<file path="config.mk">
export PLATFORM = sky130hd
export DESIGN_NAME = slice_add_scheduler
export DESIGN_NICKNAME = d
export VERILOG_FILES = /design/src/rtl/slice_add_scheduler.sv
export SDC_FILE = /design/constraint.sdc
export NUM_CORES = 1
export LEC_CHECK = 0
export CORE_MARGIN = 2
export CORE_UTILIZATION = 45
export CTS_BUF_LIST = sky130_fd_sc_hd__clkbuf_8
export DETAILED_ROUTE_END_ITERATION = 10
export GPL_TIMING_DRIVEN = 0
export HOLD_SLACK_MARGIN = 0.06
export PLACE_DENSITY = 0.76
export SYNTH_ARGS = -nofsm -noshare
export SYNTH_HDL_FRONTEND = slang
export SYNTH_SLANG_ARGS = --single-unit
</file>
<file path="constraint.sdc">
create_clock -name clk -period 2.8 [get_ports clk]
set_input_delay 0.84 -clock clk [delete_from_list [all_inputs] [get_ports clk]]
set_output_delay 0.84 -clock clk [all_outputs]
set_load 0.005 [all_outputs]
</file>
<file path="src/rtl/slice_add_scheduler.sv">
// rtl/slice_add_scheduler.sv - round-robin shared SLICE-bit adder computing WIDTH-bit sums serially
module slice_add_scheduler #(
  parameter int WIDTH = 12,
  parameter int SLICE = 3
) (
  input  logic             clk,
  input  logic             rst_n,
  input  logic             req0,
  input  logic [WIDTH-1:0] a0,
  input  logic [WIDTH-1:0] b0,
  input  logic             req1,
  input  logic [WIDTH-1:0] a1,
  input  logic [WIDTH-1:0] b1,
  output logic             ack0,
  output logic             ack1,
  output logic [WIDTH-1:0] sum,
  output logic             cout,
  output logic             busy,
  output logic             owner
);

  localparam int NSLICE = WIDTH / SLICE;
  localparam int KW     = (NSLICE > 1) ? $clog2(NSLICE) : 1;

  localparam logic [1:0] IDLE = 2'd0;
  localparam logic [1:0] RUN  = 2'd1;
  localparam logic [1:0] DONE = 2'd2;

  logic [1:0]       state;
  logic             rr_ptr;
  logic [KW-1:0]    k;
  logic             carry;
  logic [WIDTH-1:0] a_reg;
  logic [WIDTH-1:0] b_reg;
  logic [WIDTH-1:0] sum_reg;
  logic             cout_reg;
  logic             owner_reg;
  logic [SLICE:0]   slice_sum;
  logic             gnt_valid;
  logic             gnt;

  // The one shared narrow adder; operands are selected by the slice index.
  always_comb begin
    slice_sum = {1'b0, a_reg[int'(k)*SLICE +: SLICE]}
              + {1'b0, b_reg[int'(k)*SLICE +: SLICE]}
              + {{SLICE{1'b0}}, carry};
  end

  // A lone requester wins outright; a tie goes to the round-robin pointer.
  assign gnt_valid = req0 | req1;
  assign gnt       = (req0 & req1) ? rr_ptr : req1;

  always_ff @(posedge clk or negedge rst_n) begin
    if (!rst_n) begin
      state     <= IDLE;
      rr_ptr    <= 1'b0;
      k         <= '0;
      carry     <= 1'b0;
      a_reg     <= '0;
      b_reg     <= '0;
      sum_reg   <= '0;
      cout_reg  <= 1'b0;
      owner_reg <= 1'b0;
    end else begin
      case (state)
        IDLE: begin
          if (gnt_valid) begin
            owner_reg <= gnt;
            a_reg     <= gnt ? a1 : a0;
            b_reg     <= gnt ? b1 : b0;
            carry     <= 1'b0;
            k         <= '0;
            state     <= RUN;
          end
        end
        RUN: begin
          sum_reg[int'(k)*SLICE +: SLICE] <= slice_sum[SLICE-1:0];
          carry <= slice_sum[SLICE];
          if (k == KW'(NSLICE - 1)) begin
            cout_reg <= slice_sum[SLICE];
            state    <= DONE;
          end else begin
            k <= k + 1'b1;
          end
        end
        DONE: begin
          rr_ptr <= ~owner_reg;
          state  <= IDLE;
        end
        default: state <= IDLE;
      endcase
    end
  end

  assign ack0  = (state == DONE) && !owner_reg;
  assign ack1  = (state == DONE) && owner_reg;
  assign busy  = (state == RUN) || (state == DONE);
  assign sum   = sum_reg;
  assign cout  = cout_reg;
  assign owner = owner_reg;

endmodule

</file>
======== After elaboration in Yosys (flattened, before gate mapping) ========
Cells that the tools add are included.
operators by class
  add/subtract/negate cells ............... 4
  multipliers ............................. 1
  eq/ne operators ......................... 6
  shifts and indexed selects .............. 4
  mux-type cells .......................... 12
  bitwise logic cells ..................... 3
  reduce and logical (&&, ||, !) cells .... 11
operator list
  operator                   count
  $shiftx A12 B32 Y3         2
  $neg A4 Y33                1
  $shift A3 B33 Y12 const A  1
  $shiftx A3 B33 Y12         1
  $mux W12                   2
  $bwmux W12                 1
  $mux W2                    4
  $pmux W2 S2                2
  $reduce_and A2 Y1          4
  $ne A2 B2 Y1 const B       3
  $add A3 B3 Y4              1
  $add A4 B1 Y4              1
  $eq A2 B2 Y1 const B       2
  $mul A2 B2 Y4 const B      1
  $reduce_and A3 Y1          1
  $add A2 B1 Y2 const B      1
  $eq A2 B1 Y1 const B       1
  $logic_and A1 B1 Y1        2
  $logic_not A2 Y1           1
  $mux W1                    2
  $pmux W1 S2                1
  $reduce_bool A2 Y1         1
  $and A1 B1 Y1              1
  $logic_not A1 Y1           1
  other kinds (3)            3
storage, ports and cells
  flip-flop bits (word level) ............. 44
  output and inout port bits .............. 17

======== Depth between registers and ports, before layout ========
Gate-level depths: netlist (run 1).
  depth in word-level cells ............... 6
  mapped depth ............................ 7
  gate-level depth less buffers ........... 6

======== Worst setup path before layout (run 1) ========
OpenSTA, ideal clock, no wires.
  path kind ............................... flip-flop to flip-flop
  start point ............................. register k[0]
  end point ............................... register sum_reg[1], in the netlist sum[1]
  library setup time ...................... 95 ps
  arrival ................................. 2381 ps
  data required time ...................... 2705 ps
  setup slack ............................. 323 ps
  stages on the path, launching flop included .. 7
  buffers on the path ..................... 1
  period minus slack after synthesis ...... 2477 ps
  cells stage by stage .................... dfrtp_1 > buf_2 > mux4_2 > fa_1 > inv_1 > fa_1 > o31ai_1
between the ends
  cells in the longest elaborated chain, start to end .. 6
  elaborated cells between the ends (all ways) .. 9
  those cells by class .................... add/sub (3); mul (1); shift (4); mux (1)
ends and longest elaborated chain
  item                                   RTL line    source
  start: declaration                     31          logic [KW-1:0] k;
  start signal: assignment               83          k <= k + 1'b1;
  $mul A2 B2 Y4 *                        44, 45, 77
  $shiftx A12 B32 Y3 (on tied branches)  44, 45
  $add A3 B3 Y4                          45          + {1'b0, b_reg[int'(k)*SLICE +: SLICE]}
  $add A4 B1 Y4                          46          + {{SLICE{1'b0}}, carry};
  $shiftx A3 B33 Y12                     77          sum_reg[int'(k)*SLICE +: SLICE] <= slice_sum[SLICE-1:0];
  $bwmux W12 *                           77
  end signal: indexed assignment         77
  end: declaration                       35          logic [WIDTH-1:0] sum_reg;
Mark *: on every way between the ends. The rest lies on a longest branch, timed or not.
A chain may end at the register's enable or synchronous reset.

======== Worst setup path after layout (run 1) ========
  start point ............................. register k[1]
  end point ............................... register sum_reg[1], in the netlist sum[1]
Same word-level chain as after synthesis.

==> summary.txt, run 1 <==
Pwr
  – Net Sw Power: 1422 µW
  – Switching part of the total: 41.62%
  – Combinational group share of total power: between 50% and 60%
  – Leakage power total: 0.001336 µW
  – Power share of the clock group: between 10% and 20%
  – Power density normalized to cell area: 1039 nW/µm²
  – Seq pwr share: around 33%
  – Internal power of the cells: 1995 µW
  – VDD IR-drop max: about 0.48 mV

Worst hold path
  – Hold Path Class: in -> async

Worst setup path
  – Ordered list of cells on the worst path: clkbuf_1 -> mux4_2 -> fa_1 -> inv_1 -> fa_1 -> o31ai_1
  – CP Max Fanout: 9
  – Arrival time at the worst endpoint: 2.80 ns
  – Data required time at the worst endpoint: 3.01 ns
  – Nature of the critical path startpoint: flip-flop
  – Startpoint-to-endpoint class of the critical path: reg -> reg
  – Cell repeated most along the worst path: fa_1
  – CP Capture Type: flip-flop
  – Library cell contributing the largest single delay on the critical path: fa_1
  – Crit path largest cell delay: 0.48 ns

Die
  – Die span in y: 76.99 µm
  – Floorplan die width: roughly 77 µm
  – Count of pins on the block boundary: 69
  – Cell Rows: 26
  – Full die area: 5927 µm²
  – Core region area: 5140 µm²
  – Starting density of the core: 46.64%

Clock tree
  – Clock input transition at the sequential cells of the worst setup and hold paths: 0.09 ns
  – CTS H-Tree Depth: 2
  – Number of post-CTS setup repair buffers: 0
  – Bufs on Longest Clock Path: 2
  – Cell chosen for the clock root: clkbuf_8
  – CTS buffer count: 5
  – Clock latency of the later-clocked register in the worst-skew pair: approximately 0.3 ns
  – Sink count of the clock tree: 44
  – Clock tree from TritonCTS: built

Drt
  – Final ANT Viol Nets: 0
  – Number of DRC violations after detailed routing: 0
  – Routed vias: 2,152
  – Post-Route WL: 5964 µm
  – DR WL/cell: 14.91 µm
  – Detailed Routing Iterations Pass 1: 4
  – Routed vias/inst: 5.380
  – Starting DRT DRC Count: 107

Yosys
  – Total of flip-flops plus latches after synthesis: 44
  – Synthesized net count: between 300 and 400
  – Gate Count Post-Synth: 253
  – Distinct cells, synth: 35
  – Syn. warnings: 0
  – Post-synthesis cell area: 2397 µm²
  – Post-Syn Area per Cell: 9.475 µm²
  – Register area share after synthesis: between 40 and 50%

Place
  – Detailed placer's ending HPWL: 4611 µm
  – Final estimated routing congestion in global placement: 0.7720
  – Number of buffers inserted by port buffering: 68
  – Cell total after placement: 392

STA
  – Pin slew with the least headroom to its limit: around 0.5 ns
  – Finish-stage setup viols: 0
  – Final period util: 92.73%
  – Timing-limited maximum frequency: 0.3851 GHz
  – Number of hold violations in the final report: 0
  – Worst hold slack: 0.4779 ns
  – Setup repair after global routing missed its margin: false
  – Worst relative slew slack: 66.68%
  – Final Critical Period: 2.596 ns
  – Total count of max-transition violations in the final report: 0
  – Final Skew: between 0.009 and 0.01 ns

Global route
  – Initial antenna violation count: 0
  – First-pass GRT wire length: 10,060 µm
  – Vias in the first global route: approximately 2,200
  – GR Overflow Total: 0
  – Pin count of the biggest net entering global routing: 26
  – Total GRT Usage: a little over a fifth

Finish
  – Most common library cell in the layout ignoring fill and taps: clkdlybuf4s50_1
  – Top library cells by usage in the layout, fill and taps aside: clkdlybuf4s50_1 (67), dfrtp_1 (43), o21ai_0 (34)
  – Synthesis-to-layout area growth: 37.16%
  – Final cell count without fillers: 400
  – Antenna diode count: 0
  – Final-stage net count: 395
  – Proportion of layout cells with a drive suffix above 1: 8.788%

Job
  – Count of max-cap constraint violations: 0

Outcome
  – Result of the run: completed
power groups by stage:
stage	clock network (µW)	registers, µW	logic, µW
floorplan	0	1070	1220
global placement	0	1120	1780
detailed placement	0	1130	1850
CTS	418	1120	1860
global route	449	1160	2120
finish	414	1120	1880
stage by stage:
step	instance area, µm²	utilization [%]	TNS, ns	total power [µW]	setup WS [ns]
final	3288	63.97	0	3417	0.2035
after CTS	3276	63.73	0	3394	0.08836
after global placement	3166	61.59	-10.89	2891	-0.2490
after floorplan	2397	-	0	2291	0.3233
after detailed placement	3181	61.88	0	2977	0.01567
after global routing	3288	63.97	0	3723	0.03093
cells by family after synthesis:
group                    count (synthesis)  share of synthesized area [%]
AND/OR/NAND/NOR                         84                          16.18
flip-flops                              44                          45.93
buffers and inverters                   29                          5.271
XOR/XNOR                                 1                         0.3654
adder cells (fa/ha/maj)                 14                          7.933
multiplexers                             7                          6.106
AO/OA/AOI/OAI                           74                          18.22
routing by layer:
layer  track usage (%)  share of wire, %  routed length, µm
met1             27.10                43               2563
met2             35.18                50               2984
met3             5.294               5.3                315
met4             6.964               1.7                100
met5                 0                 0                  0
cell type report:
type                    instances  area [µm²]
fillers                       471        1852
flip-flops and latches         44        1102
well taps                      70       87.58
clock buffers                   6       82.58
repair buffers                 69       695.7
inverters                      11       41.29
multi-input cells             180        1177
clock inverters                 2       10.01
plain buffers                  18       91.34
worst max-delay path: cells and delay by family, from the launching register on:
family                   cells  cell delay [ns]
flip-flops                   1             0.40
buffers and inverters        2             0.51
adder cells (fa/ha/maj)      2             0.91
AO/OA/AOI/OAI                1             0.25
multiplexers                 1             0.43
cell usage after synthesis:
| master | instances | area share [%] |
|---|---|---|
| and2_1 | 1 | 0.26 |
| buf_2 | 5 | 1.0 |
| buf_6 | 1 | 0.47 |
| xor2_1 | 1 | 0.37 |
| a31oi_1 | 24 | 6.3 |
| nor2b_1 | 3 | 0.78 |
| a21oi_1 | 4 | 0.84 |
| or2_2 | 1 | 0.26 |
| o2bb2ai_1 | 1 | 0.37 |
| buf_4 | 1 | 0.31 |
| fa_1 | 2 | 1.7 |
| mux4_2 | 6 | 5.6 |
| o31ai_1 | 3 | 0.94 |
| a22o_1 | 1 | 0.37 |
| dfrtp_1 | 44 | 46 |
| o21ai_0 | 34 | 7.1 |
| nand2_1 | 19 | 3.0 |
| o21a_1 | 1 | 0.31 |
| a22oi_1 | 1 | 0.31 |
| or3b_4 | 1 | 0.47 |
| o21ai_1 | 1 | 0.21 |
| nand2b_1 | 1 | 0.26 |
| nand4_1 | 2 | 0.52 |
| nand3_1 | 26 | 5.4 |
| o21ai_2 | 2 | 0.73 |
| a41oi_1 | 1 | 0.37 |
| and2b_1 | 1 | 0.31 |
| nor3b_1 | 1 | 0.31 |
| ha_1 | 12 | 6.3 |
| nand4b_1 | 1 | 0.37 |
| nor2_1 | 27 | 4.2 |
| clkbuf_1 | 11 | 1.7 |
| inv_1 | 11 | 1.7 |
| a32o_1 | 1 | 0.42 |
| mux2_1 | 1 | 0.47 |
worst paths after layout:
| path | slack (ns) | cells past startpoint | startpoint | endpoint |
|---|---|---|---|---|
| max | 0.20 | 6 | k[1] | sum[1] |
| min reg2reg | 0.48 | 2 | sum[0] | sum[0] |
| min in group clk | 0.48 | 2 | sum[0] | sum[0] |
| max reg2reg | 0.20 | 6 | k[1] | sum[1] |
| min | 0.48 | 1 | rst_n | owner |
| max in group asynchronous | 1.82 | 2 | rst_n | k[0] |
what timing repair did:
item / CTS / global route
endpoints found under the setup margin: 1 / 8
gates resized for setup: 1 / 3
hold endpoints to repair: 0 / 0
hold buffers: 0 / 0
pin swaps: 0 / 0
Power figures use the tool's default switching activity.
==> run 2: changes to the inputs <==
--- a/config.mk
+++ b/config.mk
@@ -8,6 +8,7 @@
 export CORE_MARGIN = 2
 export CORE_UTILIZATION = 45
 export CTS_BUF_LIST = sky130_fd_sc_hd__clkbuf_8
+export CTS_CLUSTER_DIAMETER = 150
 export DETAILED_ROUTE_END_ITERATION = 10
 export GPL_TIMING_DRIVEN = 0
 export HOLD_SLACK_MARGIN = 0.06
==> results of run 2 <==
Final layout, timing and power as in run 1 (identical DEF).
